==> src/rtl/qspi_read_cache.sv <==
// qspi_read_cache: direct-mapped one-word read cache in front of a QSPI controller.
// Define QSPI_CACHE_STATS_EN to build the hit/miss statistics counters.
module qspi_read_cache #(
  parameter int LINES = 8,
  parameter int IDX_W = $clog2(LINES)
) (
  input  logic        clk,
  input  logic        rst_n,
  input  logic        s_valid,
  output logic        s_ready,
  input  logic [31:0] s_addr,
  input  logic [3:0]  s_wstrb,
  input  logic [31:0] s_wdata,
  output logic [31:0] s_rdata,
  input  logic        s_cacheable,
  output logic        m_valid,
  input  logic        m_ready,
  output logic [31:0] m_addr,
  output logic [3:0]  m_wstrb,
  output logic [31:0] m_wdata,
  input  logic [31:0] m_rdata,
  input  logic        flush,
  output logic [15:0] hit_cnt,
  output logic [15:0] miss_cnt
);

  localparam int TAG_W = 30 - IDX_W;

  typedef enum logic [1:0] {
    IDLE,
    MEM,
    RESP
  } state_e;

  state_e state_q, state_d;

  logic        s_ready_q, s_ready_d;
  logic        m_valid_q, m_valid_d;
  logic [31:0] s_rdata_q, s_rdata_d;
  logic [31:0] m_addr_q, m_addr_d;
  logic [3:0]  m_wstrb_q, m_wstrb_d;
  logic [31:0] m_wdata_q, m_wdata_d;
  logic        fill_q, fill_d;
  logic        merge_q, merge_d;
  logic        pend_q, pend_d;

  logic [LINES-1:0] vld_q, vld_d;
  logic [TAG_W-1:0] tag_q [LINES];
  logic [31:0]      data_q [LINES];

  logic [IDX_W-1:0] s_idx;
  logic [IDX_W-1:0] m_idx;
  logic [TAG_W-1:0] s_tag;
  logic [TAG_W-1:0] m_tag;
  logic             s_rd;
  logic             lookup_hit;
  logic             accept;
  logic             arr_we;
  logic [31:0]      merged;

  assign s_idx = s_addr[2+:IDX_W];
  assign s_tag = s_addr[31-:TAG_W];
  assign m_idx = m_addr_q[2+:IDX_W];
  assign m_tag = m_addr_q[31-:TAG_W];
  assign s_rd  = (s_wstrb == 4'b0000);

  // A same-cycle flush forces a miss so the request never sees stale lines.
  assign lookup_hit = s_cacheable && !flush
                   && vld_q[s_idx]
                   && (tag_q[s_idx] == s_tag);

  assign accept = (state_q == IDLE) && !pend_q && s_valid;

  assign arr_we = (state_q == MEM) && m_ready
               && (fill_q || merge_q);

  always_comb begin
    merged = data_q[m_idx];
    for (int b = 0; b < 4; b++) begin
      if (m_wstrb_q[b]) begin
        merged[8*b+:8] = m_wdata_q[8*b+:8];
      end
    end
  end

  always_comb begin
    state_d   = state_q;
    s_ready_d = 1'b0;
    m_valid_d = m_valid_q;
    s_rdata_d = s_rdata_q;
    m_addr_d  = m_addr_q;
    m_wstrb_d = m_wstrb_q;
    m_wdata_d = m_wdata_q;
    fill_d    = fill_q;
    merge_d   = merge_q;
    pend_d    = pend_q;
    vld_d     = vld_q;
    unique case (state_q)
      IDLE: begin
        if (pend_q || flush) begin
          vld_d  = '0;
          pend_d = 1'b0;
        end
        if (accept) begin
          if (lookup_hit && s_rd) begin
            state_d   = RESP;
            s_ready_d = 1'b1;
            s_rdata_d = data_q[s_idx];
          end else begin
            state_d   = MEM;
            m_valid_d = 1'b1;
            m_addr_d  = s_addr;
            m_wstrb_d = s_wstrb;
            m_wdata_d = s_wdata;
            fill_d    = s_cacheable && s_rd;
            merge_d   = lookup_hit && !s_rd;
          end
        end
      end
      MEM: begin
        if (flush) begin
          pend_d = 1'b1;
        end
        if (m_ready) begin
          state_d   = RESP;
          m_valid_d = 1'b0;
          s_ready_d = 1'b1;
          s_rdata_d = (m_wstrb_q == 4'b0000) ? m_rdata : 32'd0;
          if (fill_q) begin
            vld_d[m_idx] = 1'b1;
          end
        end
      end
      RESP: begin
        if (flush) begin
          pend_d = 1'b1;
        end
        state_d = IDLE;
      end
      default: state_d = IDLE;
    endcase
  end

  always_ff @(posedge clk) begin
    if (!rst_n) begin
      state_q   <= IDLE;
      s_ready_q <= 1'b0;
      m_valid_q <= 1'b0;
      s_rdata_q <= '0;
      m_addr_q  <= '0;
      m_wstrb_q <= '0;
      m_wdata_q <= '0;
      fill_q    <= 1'b0;
      merge_q   <= 1'b0;
      pend_q    <= 1'b0;
      vld_q     <= '0;
    end else begin
      state_q   <= state_d;
      s_ready_q <= s_ready_d;
      m_valid_q <= m_valid_d;
      s_rdata_q <= s_rdata_d;
      m_addr_q  <= m_addr_d;
      m_wstrb_q <= m_wstrb_d;
      m_wdata_q <= m_wdata_d;
      fill_q    <= fill_d;
      merge_q   <= merge_d;
      pend_q    <= pend_d;
      vld_q     <= vld_d;
    end
  end

  // Tag/data need no reset; a reset cycle still blocks the write.
  always_ff @(posedge clk) begin
    if (rst_n && arr_we) begin
      if (fill_q) begin
        tag_q[m_idx]  <= m_tag;
        data_q[m_idx] <= m_rdata;
      end else begin
        data_q[m_idx] <= merged;
      end
    end
  end

  assign s_ready = s_ready_q;
  assign m_valid = m_valid_q;
  assign s_rdata = s_rdata_q;
  assign m_addr  = m_addr_q;
  assign m_wstrb = m_wstrb_q;
  assign m_wdata = m_wdata_q;

`ifdef QSPI_CACHE_STATS_EN
  logic [15:0] hit_q, hit_d;
  logic [15:0] miss_q, miss_d;
  logic        flush_now;
  logic        hit_ev;
  logic        miss_ev;

  assign flush_now = (state_q == IDLE) && (pend_q || flush);
  assign hit_ev    = accept && lookup_hit && s_rd;
  assign miss_ev   = accept && s_cacheable && s_rd && !lookup_hit;

  always_comb begin
    hit_d  = flush_now ? 16'd0 : hit_q;
    miss_d = flush_now ? 16'd0 : miss_q;
    if (hit_ev && (hit_d != 16'hFFFF)) begin
      hit_d = hit_d + 16'd1;
    end
    if (miss_ev && (miss_d != 16'hFFFF)) begin
      miss_d = miss_d + 16'd1;
    end
  end

  always_ff @(posedge clk) begin
    if (!rst_n) begin
      hit_q  <= '0;
      miss_q <= '0;
    end else begin
      hit_q  <= hit_d;
      miss_q <= miss_d;
    end
  end

  assign hit_cnt  = hit_q;
  assign miss_cnt = miss_q;
`else
  assign hit_cnt  = 16'd0;
  assign miss_cnt = 16'd0;
`endif

endmodule

==> config.mk <==
export PLATFORM = sky130hd
export DESIGN_NAME = qspi_read_cache
export DESIGN_NICKNAME = d
export VERILOG_FILES = /design/src/rtl/qspi_read_cache.sv
export SDC_FILE = /design/constraint.sdc
export NUM_CORES = 1
export LEC_CHECK = 0
export CORE_ASPECT_RATIO = 1.25
export CORE_UTILIZATION = 59
export DETAILED_ROUTE_END_ITERATION = 12
export PLACE_DENSITY = 0.82
export SKIP_LAST_GASP = 1
export SLEW_MARGIN = 20
export SYNTH_ARGS = -nofsm -noshare
export SYNTH_HDL_FRONTEND = slang
export SYNTH_SLANG_ARGS = --single-unit
==> constraint.sdc <==
create_clock -name clk -period 4.5 [get_ports clk]
set_input_delay 0.45 -clock clk [delete_from_list [all_inputs] [get_ports clk]]
set_output_delay 0.45 -clock clk [all_outputs]
set_load 0.03 [all_outputs]
After elaboration in Yosys (flattened, before gate mapping). Memory sizes are Yosys's and may differ from the RTL's. Index checks and enable logic that the tools add are counted.

Magnitude comparators: 3. Equality and inequality tests: 14. Mux-type cells: 42. Bitwise operators: 6. Reductions and logical operators: 33.

Operators with widths (count): $mux W32 (4); $mux W8 (11); $pmux W32 S2 (1); $eq A27 B27 Y1 (1); $mux W1 (16); $pmux W8 S2 (1); $logic_and A1 B1 Y1 (12); $reduce_and A4 Y1 (3); $reduce_and A2 Y1 (5); $logic_not A4 Y1 (2); $lt A3 B4 Y1 const B (2); $ne A2 B2 Y1 const B (4); $or A8 B8 Y8 (1); $mux W2 (3); $ne A2 B1 Y1 const B (3); $pmux W1 S2 (3); $reduce_and A3 Y1 (2); $ne A1 B1 Y1 const B (4); $or A1 B1 Y1 (4); $pmux W2 S2 (1); $reduce_bool A2 Y1 (2); $bmux W1 S3 (1); $demux W1 S3 (1); $ge A3 B1 Y1 const B (1); 7 further kinds (10).

Flip-flop bits (word level): 115. Memory bits (writable): 472. Input bits: 106. Output and inout bits: 134. Word-level logic and storage cells: 111. Memories: 2.

Memory list: data_q (words 8, width 32, rd ports 1, clocked after memory_dff 0, write ports 1, RTL line 49) `logic [31:0] data_q [LINES];`; tag_q (words 8, width 27, rd ports 1, clocked after memory_dff 0, write ports 1, RTL line 48) `logic [TAG_W-1:0] tag_q [LINES];`.

Longest topological paths before layout.
Depth after elaboration: 8. Gate-level depth with buffers: 14. Mapped depth without buffers: 8.

Least setup slack after synthesis. No wires, ideal clock.

Path type: input to register. Start: input s_addr[2]. End: register m_addr_q[10], in the netlist m_addr[10]. Arrival: 3.060 ns. Data required time: 4.381 ns. Setup slack: 1.320 ns. Stages on the path: 13. Buffers on the path: 5. Cell sequence: buf_6 > buf_6 > mux4_2 > mux2i_1 > nor2_1 > a2111oi_1 > nand4_1 > nor4_4 > a21oi_1 > buf_2 > buf_6 > buf_6 > mux2i_1.

Cells in the longest elaborated chain, start to end: 7. Elaborated cells between the ends (all ways): 9. Those cells by class: 1 x eq/ne; 2 x mux; 1 x bitwise; 4 x reduce/logical; 1 x memory.

Ends and longest elaborated chain: start: declaration (RTL line 11) `input logic [31:0] s_addr,`; parallel branches: the longest is 3 deep, another holds $mem_v2 Z8 W27; $logic_and A1 B1 Y1 * (RTL line 70) `&& (tag_q[s_idx] == s_tag);`; $logic_and A1 B1 Y1 * (RTL line 105) `if (lookup_hit && s_rd) begin`; $not A1 Y1 (no source line) *; $reduce_and A3 Y1 (no source line) *; end signal: assignment (RTL line 162) `m_addr_q <= m_addr_d;`; end: declaration (RTL line 40) `logic [31:0] m_addr_q, m_addr_d;`.

Mark *: on every way between the ends. The select of a mux whose other input is x is not followed. A chain may end at the register's enable or synchronous reset.

Final worst setup path.
Start: register state_q[1]. End: memory data_q[2][29] (enable).

Cells in the longest elaborated chain, start to end: 8. Elaborated cells between the ends (all ways): 10. Those cells by class: 1 x eq/ne; 4 x mux; 1 x bitwise; 4 x reduce/logical.

Ends and longest elaborated chain: start: declaration (RTL line 35) `state_e state_q, state_d;`; start signal: assignment (RTL line 158) `state_q <= state_d;`; $eq A2 B1 Y1 * (RTL line 74) `assign arr_we = (state_q == MEM) && m_ready`; $logic_and A1 B1 Y1 * (RTL line 74); $logic_and A1 B1 Y1 * (RTL line 75) `&& (fill_q || merge_q);`; $logic_and A1 B1 Y1 * (RTL line 174) `if (rst_n && arr_we) begin`; $mux W1 (RTL line 174); $mux W1 (implied by the code) (RTL line 179) `data_q[m_idx] <= merged;`; $reduce_and A2 Y1 (no source line); $or A1 B1 Y1 (no source line) *; end: declaration (RTL line 49).

Every way passes the cells marked *; elsewhere a longest branch is shown, timed or not.

==> impl_metrics.csv <==
group,metric,value,unit
floorplanning,dieArea,41400,um^2
drt,drc,0,
sta,grt_setup_unrepaired,"false",
logic_synthesis,synth.avg_cell_area,15.7,um^2
clock_network,postCtsSetupRepairBufs,0,
global_route,grt_pass1_wl,81.5,mm
final_layout,drive_gt1_frac,0.147,
pwr,ir_worst_vdd,0.313,mV
critical_path,startpoint,"state_q[1]",
clock_network,cts_tree,"yes",
critical_path,reg2regPathDepth,7,
sta,clock_skew,0.0163,ns
final_layout,area.growth.synth_to_final,17.8,%
global_route,antenna_found_initial,2,
logic_synthesis,synthesis.area,23900,um^2
placed_design,gp_congestion,0.854,
critical_path,crit_required,4.70,ns
clock_network,cts_sinks,587,
logic_synthesis,synth_edf_count,472,
global_route,grt_max_degree,211,
final_layout,nFillCells,2501,
floorplanning,core,40000,um^2
status,outcome,"finished clean",
clock_network,root_buffer,"clkbuf_16",
logic_synthesis,synth_cell_types,54,
logic_synthesis,synth.area.top_cells,"edfxtp_1 (59%), dfxtp_1 (9.6%), mux2i_1 (8.5%)",
logic_synthesis,yosysWarnings,0,
pwr,power_leakage,9.88,nW
floorplanning,ioPinCount,240,
logic_synthesis,netlist_top_cells_count,"edfxtp_1 (472), nand2_1 (258), mux2i_1 (204)",
pwr,powerDensity,456,nW/um^2
clock_network,clock_latency,0.59,ns
final_layout,nets,1834,
critical_path,cp_max_fo,9,
final_layout,multiInputGateArea,6950,um^2
logic_synthesis,yosys.area.top_type,"edfxtp_1",
hold_path,hp-start,"s_wdata[10]",
drt,vias,13995,
drt,drtAntennaViolNets,0,
logic_synthesis,seq_area_frac_synth,0.688,
placed_design,placed_cell_area,26400,um^2
drt,avgViaCountPerCell,6.15,
logic_synthesis,syn_inst,1525,
floorplanning,initial_core_util,0.598,
hold_path,hold_depth,3,
floorplanning,fp.dieW,182,um
global_route,overflow,0,
logic_synthesis,ys_ff_latch,587,
critical_path,crit_type,"reg -> reg",
sta,fin_setup_tns,0,ns
drt,drtIter0Drc,1236,
sta,final_max_slew_viol_count,0,
logic_synthesis,ys.flop_type,"edfxtp_1",
logic_synthesis,synth.top_cell.area_share,0.592,
placed_design,portBuffers,207,
sta,slew_headroom,0.278,
placed_design,dp_hpwl,33.5,mm
clock_network,htreeDepth,2,
global_route,grt_pass1_vias,14298,
drt,wirelength,54.7,mm
logic_synthesis,synth_most_common_cell,"edfxtp_1",
final_layout,regArea,16500,um^2
hold_path,worstHoldPathType,"in -> reg",
clock_network,path_clk_slew,0.07,ns
critical_path,critPathLaunchType,"flop",
clock_network,cts-buffers-inserted,53,
global_route,globalRouteTotalUtil,0.266,
clock_network,ctsResizeCount,0,
floorplanning,dieHeight,227,um
sta,worst_slew_pin_slew,1.07,ns
logic_synthesis,ys_async_sr_fraction,0,
sta,finalCritPeriodShare,0.808,
sta,fmax,275,MHz
critical_path,cp.arrival,3.84,ns
critical_path,critPathCaptureType,"flop",
final_layout,fin_area,28200,um^2
floorplanning,rows,82,
sta,setup_viol,0,
sta,min_period,3.63,ns
clock_network,cts.path.max_buffers,3,
drt,drtPass1Iterations,5,
flow_run,maxCapViolations,0,
critical_path,r2r_start,"state_q[1]",
drt,post_drt_wl_per_cell,24.1,um
sta,hold_violations,0,
clock_network,cts_hold_buffers,0,
final timing paths:
kind	slack, ns	endpoint
min reg2reg	0.46	m_addr[0]
max reg2reg	0.87	data_q[2][29]
max	0.87	data_q[2][29]
min	0.42	m_wdata[10]
power by group:
part / total, mW / switching, mW / leakage, nW / internal (mW)
Sequential: 6.40 / 0.256 / 5.22 / 6.14
Combinational: 1.93 / 1.15 / 3.79 / 0.782
Clock: 4.52 / 1.97 / 0.863 / 2.55
placed cells by master (no fill, tap or decap), types with 4 or more instances in the layout:
cell,netlist,routed
clkinv_1,0,6
clkbuf_8,0,6
clkdlybuf4s50_1,0,203
o21a_1,10,10
mux2i_1,204,204
and3_1,6,6
a22o_1,8,8
conb_1,1,32
buf_12,0,5
xor2_1,9,9
a22oi_1,19,19
o21ai_0,37,37
nor2_2,1,9
and4_1,4,4
mux4_2,90,90
nor2_1,57,49
o22ai_1,4,4
dfxtp_1,115,115
nand2_1,258,258
nand3_1,5,5
clkinvlp_4,0,4
mux2_2,33,33
edfxtp_1,472,472
buf_4,38,27
clkbuf_1,52,9
clkbuf_16,0,56
nand4_1,5,5
a21oi_1,9,7
and2_1,7,7
nor2b_1,5,5
clkinv_2,0,11
inv_1,4,4
layer usage:
metal	GRT usage	routed length, um	vias up
met5	0	0	-
met4	0.105	1820	0
met3	0.0384	4220	114
met2	0.475	28400	708
met1	0.329	20300	7079
li1	-	-	6094
critical path, stage by stage, from the launching register on:
cell	delay (ns)
dfxtp_1	0.32
inv_1	0.09
ha_1	0.19
nand3_1	0.08
nor3b_1	0.74
nand2_1	0.63
and2_1	0.40
nor2_1	0.80
cell type report:
type / count / area share
antenna: 1 / 0.0000887
clock buffer: 71 / 0.0538
clock inverter: 29 / 0.00883
inverter: 4 / 0.000532
multi-input combinational: 842 / 0.246
sequential: 587 / 0.584
tap: 504 / 0.0224
timing repair buffer: 237 / 0.0836
through the flow:
stage / utilization / total power, mW / hold WS, ns / cells / setup slack (ns)
4_1_cts: 0.705 / 12.9 / 0.398 / 2274 / 0.971
3_3_place_gp: 0.660 / 8.37 / 0.442 / 2174 / 0.636
2_1_floorplan: - / 7.66 / 0.435 / 1556 / 1.32
3_5_place_dp: 0.660 / 8.42 / 0.452 / 2174 / 0.507
6_report: 0.705 / 12.9 / 0.417 / 2275 / 0.865
5_1_grt: 0.705 / 13.2 / 0.414 / 2274 / 0.848
cells by family (layout without fill, tap and decap cells):
logic type / after synthesis / after routing / synth area share
flops: 587 / 587 / 0.688
simple gates: 366 / 366 / 0.0642
mux: 327 / 327 / 0.185
buf+inv: 127 / 341 / 0.0285
compound gates: 103 / 103 / 0.0280
xor+xnor: 11 / 11 / 0.00402
fa+ha+maj: 3 / 3 / 0.00157
other cells: 1 / 33 / 0.000157
state kept, by name, indices dropped and copies added (netlist names), 2 cells and up:
| name | count |
|---|---|
| data_q | 256 |
| m_addr | 32 |
| m_wdata | 32 |
| m_wstrb | 4 |
| s_rdata | 32 |
| state_q | 2 |
| tag_q | 216 |
| vld_q | 8 |
Note: power is estimated with default switching activity, not from simulation.
